**config.mk**
```make
export PLATFORM = sky130hd
export DESIGN_NAME = fetch_stage
export DESIGN_NICKNAME = d
export VERILOG_FILES = /design/src/rtl/fetch_pkg.sv /design/src/rtl/fetch_fifo2.sv /design/src/rtl/fetch_stage.sv
export SDC_FILE = /design/constraint.sdc
export NUM_CORES = 1
export LEC_CHECK = 0
export CORE_MARGIN = 2
export CORE_UTILIZATION = 48
export DETAILED_ROUTE_END_ITERATION = 8
export PLACE_DENSITY = 0.82
export SYNTH_ARGS = -nofsm -noshare
export SYNTH_HDL_FRONTEND = slang
export SYNTH_SLANG_ARGS = --single-unit
```
**constraint.sdc**
```tcl
create_clock -name clk -period 4.9 [get_ports clk]
set_clock_uncertainty 0.15 [all_clocks]
set_input_delay 0.49 -clock clk [delete_from_list [all_inputs] [get_ports clk]]
set_output_delay 0.49 -clock clk [all_outputs]
set_load 0.05 [all_outputs]
```
**src/rtl/fetch_pkg.sv**
```systemverilog
// fetch_pkg: shared widths, constants and the buffered fetch entry type.
package fetch_pkg;
  localparam int PC_W = 64;
  localparam int INSTR_W = 32;
  localparam int INSTR_BYTES = 4;
  localparam int IMEM_WORDS = 64;
  typedef struct packed {
    logic [PC_W-1:0]    pc;
    logic [INSTR_W-1:0] instr;
  } fetch_entry_t;
endpackage

```
**src/rtl/fetch_fifo2.sv**
```systemverilog
// fetch_fifo2: two-entry FIFO of fetch entries with push, pop and flush.
module fetch_fifo2
  import fetch_pkg::*;
(
  input  logic         clk,
  input  logic         rst,
  input  logic         push_i,
  input  logic         pop_i,
  input  logic         flush_i,
  input  fetch_entry_t din_i,
  output fetch_entry_t head_o,
  output logic [1:0]   count_o
);
  fetch_entry_t e_q [2];
  fetch_entry_t e_d [2];
  logic [1:0] count_q, count_d, wr_idx;
  // Shift on pop, then write the new entry into the first free slot.
  always_comb begin
    wr_idx = count_q - {1'b0, pop_i};
    e_d[0] = (push_i && wr_idx == 2'd0) ? din_i : pop_i ? e_q[1] : e_q[0];
    e_d[1] = (push_i && wr_idx == 2'd1) ? din_i : e_q[1];
    count_d = flush_i ? 2'd0 : count_q + {1'b0, push_i} - {1'b0, pop_i};
  end
  always_ff @(posedge clk) begin
    if (rst) count_q <= 2'd0;
    else count_q <= count_d;
  end
  always_ff @(posedge clk) begin
    e_q <= e_d;
  end
  assign head_o  = e_q[0];
  assign count_o = count_q;
endmodule

```
**src/rtl/fetch_stage.sv**
```systemverilog
// fetch_stage: PC register, imem addressing and a 2-entry buffer toward decode
// with redirect flush; outputs come only from buffered state.
module fetch_stage
  import fetch_pkg::*;
#(
  parameter int N  = PC_W,
  parameter int IW = INSTR_W,
  parameter int AW = 6,
  parameter logic [N-1:0] RESET_PC = '0
) (
  input  logic          clk,
  input  logic          reset,
  output logic [AW-1:0] imem_addr,
  input  logic [IW-1:0] imem_q,
  input  logic          redirect,
  input  logic [N-1:0]  redirect_pc,
  output logic          out_valid,
  input  logic          out_ready,
  output logic [IW-1:0] out_instr,
  output logic [N-1:0]  out_pc
);
  localparam logic [N-1:0] ALIGN = ~N'(3);
  logic [N-1:0] pc_q, pc_d;
  logic [1:0] count;
  logic pop, push;
  fetch_entry_t entry, head;
  assign pop   = out_valid & out_ready;
  assign push  = !redirect & (!count[1] | pop);
  assign entry = '{pc: pc_q, instr: imem_q};
  always_comb begin
    pc_d = redirect ? (redirect_pc & ALIGN) : push ? pc_q + N'(INSTR_BYTES) : pc_q;
  end
  always_ff @(posedge clk) begin
    if (reset) pc_q <= RESET_PC & ALIGN;
    else pc_q <= pc_d;
  end
  fetch_fifo2 u_fifo (
    .clk     (clk),
    .rst     (reset),
    .push_i  (push),
    .pop_i   (pop),
    .flush_i (redirect),
    .din_i   (entry),
    .head_o  (head),
    .count_o (count)
  );
  // Reset masks the outputs immediately, even before the buffer clears.
  assign imem_addr = reset ? RESET_PC[AW+1:2] : pc_q[AW+1:2];
  assign out_valid = !reset && count != 2'd0;
  assign out_instr = out_valid ? head.instr : '0;
  assign out_pc    = out_valid ? head.pc : '0;
endmodule

```
==> results of run 1 <==
-- cell usage in the layout (no fill, tap or decap), types with 18 or more instances in the layout --
cell type and n:
edfxtp_1 188, a211oi_1 31, xnor2_1 19, and2_1 97
nand4_1 21, dfxtp_1 64, nand2_1 29, nand3_1 18
nor2_1 60, mux2_2 94, a311oi_1 26, clkbuf_16 26
clkdlybuf4s50_1 197
-- power by group --
| part | leakage [uW] | switching (uW) | internal [uW] |
|---|---|---|---|
| Sequential | 0.00233 | 80.4 | 2470 |
| Combinational | 0.00205 | 305 | 248 |
| Clock | 0.000415 | 772 | 1150 |
-- cell families (layout without fill, tap and decap cells) --
kind of cell	after synthesis	after routing	synth area share [%]
other	1	3	0.0339
AO/OA/AOI/OAI	105	105	7.21
adder cells (fa/ha/maj)	2	2	0.226
multiplexers	94	94	9.58
AND/OR/NAND/NOR	299	299	15.1
flip-flops	252	252	62.7
buffers and inverters	72	268	2.61
XOR/XNOR	33	33	2.61
-- worst register-to-register path: stages, from the launching register on --
cell and delay [ns]:
dfxtp_1 0.44, nand3_1 0.21, a2111o_1 0.59, or4b_1 0.99, or4_1 0.67, a311oi_1 0.26
-- layout make-up --
cell class | count | share of cell area, %
multi-input cells | 535 | 27.4
repair buffers | 211 | 14.8
clock inverters | 7 | 0.416
clock buffers | 38 | 5.55
well taps | 285 | 2.52
inverters | 12 | 0.327
flip-flops and latches | 252 | 48.9
diodes | 1 | 0.0177
-- metal layers --
metal | vias to the layer above | routed length [um]
li1 | 3583 | -
met1 | 3607 | 11000
met2 | 283 | 11800
met3 | 40 | 1750
met4 | 0 | 555
met5 | - | 0
-- state kept, by name (all words and copies together), names as in the netlist --
signal	cells
u_fifo.count_o	2
u_fifo.e_q	94
u_fifo.head_o	94
pc_q	62
-- stage by stage --
stage                     worst slack, ns  hold slack, ns  cell area [sq um]  utilization, %  total power (uW)
after global routing                0.954           0.352              14200            62.5              5210
after floorplan                     0.117           0.276              11100               -              2920
after detailed placement            0.936           0.309              13300            58.8              3150
after CTS                            1.12           0.324              14100            62.5              5080
final                                1.17           0.326              14200            62.5              5030
after global placement               1.05           0.292              13300            58.8              3130
-- worst min path at each step --
stage | slack (ns) | endpoint | from | depth (start not counted)
CTS | 0.32 | u_fifo.e_q[68] | pc_q[36] | 0
detailed placement | 0.31 | u_fifo.e_q[68] | pc_q[36] | 0
finish | 0.33 | u_fifo.e_q[68] | pc_q[36] | 0
global route | 0.35 | u_fifo.e_q[68] | pc_q[36] | 0
global placement | 0.29 | u_fifo.e_q[68] | pc_q[36] | 0
floorplan | 0.28 | u_fifo.e_q[68] | pc_q[36] | 0
==> results.cfg, run 1 <==
[global_routing]
grt_max_degree = 96
grt_remaining_overflow = 0
use_met1_pct = 27.7
grt_use_met3_pct = 3.39
grt_pass1_vias = 7338
top_usage_layer = met2
track_usage_pct = 20.2
use_met2_pct = 33.3
grt_pass1_wl_mm = 39.1
antenna_found_initial = 1

[sta]
slew_headroom_pct = 30.6
worst_pin_slew_ns = 1.02
hold_viol_final = 0
finalMaxSlewViolations = 0
period_share_pct = 76.1
grt_setup_unrepaired = no
tns_ns = 0
min_period_ns = 3.73
setup_viol = 0
fmaxAchievable_ghz = 0.268

[status]
run_status = completed

[clock_network]
ctsHtreeMaxLevel = 1
clockBufferDepth = 3
holdBufCountCts = 0
cts_made_buffers = 25
cts.clk_slew.worst_paths_ns = 0.06
cts_resized = 0
cts_tree = built
clock_sinks = 252
cts_setup_buffers = 0
insertion_delay_ns = 0.51
cts_root_buf = clkbuf_16

[power_and_ir_drop]
power.density_mw_per_mm2 = 355
worst_ir_drop_vdd_uv = 200
p_leak_uw = 0.00480

[floorplan]
die_w_um = 156
initial_core_util_pct = 48.8
die_h_um = 156
io_pins = 203
die_area_sq_mm = 0.0243
core_sq_mm = 0.0226
std_cell_rows = 55

[finish]
nFillCells = 1699
fin_nets = 1139
drive_above_1_share_pct = 14.9
stdcell_count = 1341
multi_input_area_sq_mm = 0.00388
area_growth_pct = 28.0
ff_latch_area_sq_mm = 0.00693

[worst_setup_path]
timing.rr.start = pc_q[2]
reg2regPathDepth = 5
cpMaxStageDelayCell = clkdlybuf4s50_1
cpPeakStageDelay_ns = 0.83
crit_path_end_kind = output port
startpoint = u_fifo.count_o[1]
crit_required_ns = 4.26
regToRegSetupSlack_ns = 1.50
worstSetupPathDepth = 4
reg2reg_to = pc_q[53]
worst-path-buf-inv = 2
path_cells = o21ba_4 > buf_4 > and2_1 > clkdlybuf4s50_1
critPathLaunchType = flop
critical_path_arrival_ns = 3.09
critPathTopFamily = buffers and inverters
endpoint = out_pc[60]
crit_type = flop to output port
crit_fanout = 95

[logic_synthesis]
ys_seq_elements = 252
ys.flop_type = edfxtp_1
yosysTopAreaCellShare_pct = 51.1
synth_area_leaders = edfxtp_1 51%, dfxtp_1 12%, mux2_2 9.6%
syn_area_sq_mm = 0.0111
synth_edf_count = 188
ys_types = 44
yosysWarnings = 0
yosys.area.top_type = edfxtp_1
synth_common_cells = 188 x edfxtp_1, 98 x and2_1, 94 x mux2_2
syn_inst = 858
yosysMostFrequentCell = edfxtp_1
yosysSeqAreaShare_pct = 62.7
avgSynthCellArea_sq_um = 12.9
async_flop_share_pct = 0

[detailed_routing]
ant_nets = 0
routed_wl_mm = 25.1
viasPerCell = 5.60
drt_iter0_markers = 463
wl_per_cell_um = 18.7
drtPass1Iterations = 6
vias = 7513
drc = 0

[placement]
gp_congestion = 0.822
dp_hpwl_mm = 16.3
io_buffer_count = 198
dp_cells = 1295

[flow_run]
maxCapViolations = 0

[worst_hold_path]
min_path_type = flop to flop
Power figures use the tool's default switching activity.
==> run 2, diff against run 1 <==
- clock period: 4.9 -> 3.11 ns (I/O delays scaled with it)
==> run 2 against run 1 <==
Compared with the run above:
- non-clock buffer count up 22
- total power up 61%
- clock power up 60%
- sequential share of layout area down 3.7 points
- global-route usage up 1.1 points
- critical path type is now flop to flop
==> results.cfg, run 2 (same netlist as run 1, synthesis figures left out) <==
[status]
run_status = completed

[worst_setup_path]
crit_path_end_kind = flop
crit_fanout = 27
crit_type = flop to flop
crit_required_ns = 3.38
critical_path_arrival_ns = 3.15
critPathLaunchType = flop

[power_and_ir_drop]
power.density_mw_per_mm2 = 528
power_uw = 8090
worst_ir_drop_vdd_uv = 323
p_leak_uw = 0.00539

[finish]
final_cell_mix = 188 x edfxtp_1, 102 x clkdlybuf4s50_1, 101 x buf_12
multi_input_area_sq_mm = 0.00388
nFillCells = 1525
area_growth_pct = 38.6
n_antenna_cell = 0
final_common_cell = edfxtp_1
post-route-util_pct = 67.7
ff_latch_area_sq_mm = 0.00693
drive_above_1_share_pct = 25.6
fin_nets = 1163

[global_routing]
track_usage_pct = 21.3
grt_remaining_overflow = 0
grt_pass1_wl_mm = 41.1
grt_max_degree = 96
grt_pass1_vias = 7552
antenna_found_initial = 0

[sta]
min_period_ns = 2.88
setup_viol = 0
tns_ns = 0
period_share_pct = 92.5
fmaxAchievable_ghz = 0.348
slew_headroom_pct = 43.5
worst_pin_slew_ns = 0.848
grt_setup_unrepaired = no
hold_viol_final = 0
finalMaxSlewViolations = 0

[clock_network]
cts_tree = built
cts_made_buffers = 27
ctsHtreeMaxLevel = 1
cts_root_buf = clkbuf_16
clockBufferDepth = 3
insertion_delay_ns = 0.52
clock_sinks = 252
cts_setup_buffers = 0
cts.clk_slew.worst_paths_ns = 0.06

[placement]
dp_hpwl_mm = 17.4
gp_congestion = 0.827
io_buffer_count = 198

[floorplan]
initial_core_util_pct = 48.8
die_h_um = 156
io_pins = 203
die_area_sq_mm = 0.0243
die_w_um = 156
std_cell_rows = 55
core_sq_mm = 0.0226

[detailed_routing]
drc = 0
drtPass1Iterations = 5
viasPerCell = 5.62
ant_nets = 0
routed_wl_mm = 26.2
vias = 7680
wl_per_cell_um = 19.2
drt_iter0_markers = 407

[worst_hold_path]
min_path_type = input pin to flop

[flow_run]
maxCapViolations = 0
run 2: changes by cell type in the layout (fill, tap and decap cells not counted), sizes merged:
cell / change
clkbuf: -4
bufinv: +1
clkdlybuf4s50: -95
clkinv: +6
inv: +1
buf: +117
diode: -1
run 2: where the power goes:
part / switching, uW / leakage (uW) / internal [uW] / total (uW)
clock: 1260 / 0.000423 / 1810 / 3070
sequential: 123 / 0.00233 / 3890 / 4010
combinational: 519 / 0.00264 / 492 / 1010
run 2: final cells by class:
cell class / instances / area share (%)
clock inverter: 15 / 0.849
tap: 285 / 2.33
clock buffer: 34 / 4.71
timing repair buffer: 233 / 21.3
inverter: 12 / 0.302
sequential: 252 / 45.2
multi-input combinational: 535 / 25.3
run 2: worst paths after layout:
check,endpoint,from,depth (start not counted),slack (ns)
min,pc_q[5],reset,3,0.16
max,pc_q[63],pc_q[3],6,0.23
min reg2reg,u_fifo.e_q[68],pc_q[36],0,0.31
max reg2reg,pc_q[63],pc_q[3],6,0.23
run 2: through the flow:
stage	hold slack, ns	setup WS (ns)	instances	instance area [sq um]
after floorplan	0.260	0.00320	859	11100
after global placement	0.295	0.0255	1317	14500
final	0.165	0.234	1366	15300
after detailed placement	0.304	-0.00707	1317	14500
after CTS	0.137	0.209	1366	15300
after global routing	0.147	0.0689	1366	15300
run 2: repair_timing:
| item | in CTS | in global routing |
|---|---|---|
| hold buffers | 0 | 0 |
| resized for setup | 0 | 1 |
| endpoints found under the setup margin | 0 | 1 |
run 2: critical path, stage by stage (launching register included):
cell and delay [ns]:
dfxtp_1 0.45, nand3_1 0.19, a2111o_1 0.44, or4b_1 0.53
buf_4 0.23, or4_1 0.53, a311oi_1 0.25
run 2: per-layer routing:
layer	vias to the layer above	wire [um]	track usage, %
met3	37	1450	3.19
met2	241	12600	35.7
met4	0	382	4.37
met1	3777	11800	29.9
met5	-	0	0
li1	3625	-	-
==> run 3, diff against run 2 <==
- CORE_UTILIZATION: 48 -> 57
- DONT_BUFFER_PORTS: unset -> 1
- PLACE_DENSITY: 0.82 -> 0.8
- RECOVER_POWER: unset -> 100
==> run 3 against run 2 <==
Compared with the run above:
- final cell count is 9.9% lower
- via count shrank 4.3%
- worst setup slack lost 0.079 ns
- utilization increased by 2.2 points
- largest cell class unchanged
==> results.cfg, run 3 (same netlist as run 1, synthesis figures left out) <==
[status]
run_status = completed

[power_and_ir_drop]
clockPowerShare_pct = 39.3
switchingPower_uw = 1850
power_frac_seq_pct = 50.6
p_int_uw = 6060
power.density_mw_per_mm2 = 599
pwr-share-comb_pct = 10.1
netSwitchingFraction_pct = 23.4
p_leak_uw = 0.00453
worst_ir_drop_vdd_uv = 461

[floorplan]
die_h_um = 143
core_sq_mm = 0.0189
io_pins = 203
die_w_um = 143
initial_core_util_pct = 58.5
die_area_sq_mm = 0.0205
std_cell_rows = 50

[finish]
n_antenna_cell = 0
fin_nets = 1053
ff_latch_area_sq_mm = 0.00693
drive_above_1_share_pct = 16.0
multi_input_area_sq_mm = 0.00386
nFillCells = 1239
post-route-util_pct = 69.9
finalInstanceArea_sq_mm = 0.0132
final_common_cell = edfxtp_1
area_growth_pct = 19.5
final_cell_mix = 188 x edfxtp_1, 97 x and2_1, 96 x dlygate4sd3_1

[global_routing]
grt_remaining_overflow = 0
top_usage_layer = met2
use_met2_pct = 40.0
grt_use_met3_pct = 4.73
use_met1_pct = 32.8
track_usage_pct = 24.1
antenna_found_initial = 0
grt_max_degree = 96
grt_pass1_wl_mm = 39.0
grt_pass1_vias = 7341

[sta]
slew_headroom_pct = 32.2
tns_ns = 0
period_share_pct = 95.0
min_period_ns = 2.96
grt_setup_unrepaired = no
worst_pin_slew_ns = 1.02
setup_viol = 0
finalMaxSlewViolations = 0
fmaxAchievable_ghz = 0.338
hold_viol_final = 0

[clock_network]
ctsHtreeMaxLevel = 1
clockBufferDepth = 3
cts_root_buf = clkbuf_16
cts_made_buffers = 26
insertion_delay_ns = 0.53
cts.clk_slew.worst_paths_ns = 0.06
cts_resized = 0
clock_sinks = 252
cts_tree = built

[detailed_routing]
vias = 7350
drt_iter0_markers = 470
wl_per_cell_um = 20.5
viasPerCell = 5.97
drtPass1Iterations = 7
drc = 0
ant_nets = 0
routed_wl_mm = 25.3

[worst_hold_path]
hold_end = pc_q[2]
min_path_type = input pin to flop
worstHoldStart = reset
whs_path_depth = 2

[worst_setup_path]
reg2regPathDepth = 6
timing.rr.start = pc_q[5]
critical_path_arrival_ns = 2.49
critPathLaunchType = flop
crit_required_ns = 2.65
crit_fanout = 95
reg2reg_to = pc_q[63]
regToRegSetupSlack_ns = 0.16
crit_type = flop to output port
crit_path_end_kind = output port

[placement]
dp_hpwl_mm = 14.6
dpl_cell_area_sq_mm = 0.0114
io_buffer_count = 0
gp_congestion = 0.842

[flow_run]
maxCapViolations = 0
[run 3: cell count changes in the layout (fill, tap and decap cells not counted), sizes merged]
cell           previous run  this run
clkdlybuf4s50           102         0
clkinv                   12         6
clkbuf                   34        60
inv                      12        11
buf                     131        11
bufinv                    2         0
dlygate4sd3               0        96
clkinvlp                  1         0
[run 3: layout make-up]
type,instances,share of cell area (%)
Multi-Input combinational cell,535,29.2
Timing Repair Buffer,124,8.87
Inverter,12,0.350
Clock buffer,43,6.43
Sequential cell,252,52.4
Tap cell,260,2.46
Clock inverter,5,0.218
[run 3: routing by layer]
metal,part of all wire [%],wire (um)
met4,2.0,505
met1,42,10700
met3,7.4,1880
met5,0,0
met2,48,12200
[run 3: stage by stage]
step           hold slack [ns]  setup WS [ns]  total power, uW  cells
2_1_floorplan            0.260        0.00320             4590    859
3_3_place_gp             0.242          0.360             4730   1086
3_5_place_dp             0.242          0.280             4750   1086
4_1_cts                0.00214          0.220             7960   1231
5_1_grt                 0.0233        0.00154             8160   1231
6_report               0.00776          0.155             7920   1231
[run 3: worst max path at each step]
stage / slack (ns) / to / start / cells past startpoint
after floorplan: 0.003 / u_fifo.head_o[0] / reset / 9
after global placement: 0.36 / pc_q[63] / pc_q[5] / 6
after detailed placement: 0.28 / pc_q[63] / pc_q[5] / 6
after CTS: 0.22 / out_pc[58] / u_fifo.count_o[0] / 3
after global routing: 0.002 / pc_q[63] / pc_q[25] / 6
final: 0.15 / out_pc[62] / u_fifo.count_o[0] / 3
[run 3: power groups by stage]
stage	clock network, uW	logic [uW]	registers, uW
after floorplan	0	551	4040
after global placement	0	670	4060
after detailed placement	0	682	4070
after CTS	3140	815	4000
after global routing	3270	851	4040
final	3110	796	4010
[run 3: what timing repair did]
item,CTS,global route
hold endpoints to repair,128,0
endpoints found under the setup margin,0,0
setup buffers,0,0
hold buffers,97,0
[run 3: worst max-delay path: stages, from the launching register on]
cell     delay [ns]
dfxtp_1        0.37
o21ba_1        0.17
buf_4          0.76
and2_1         0.60
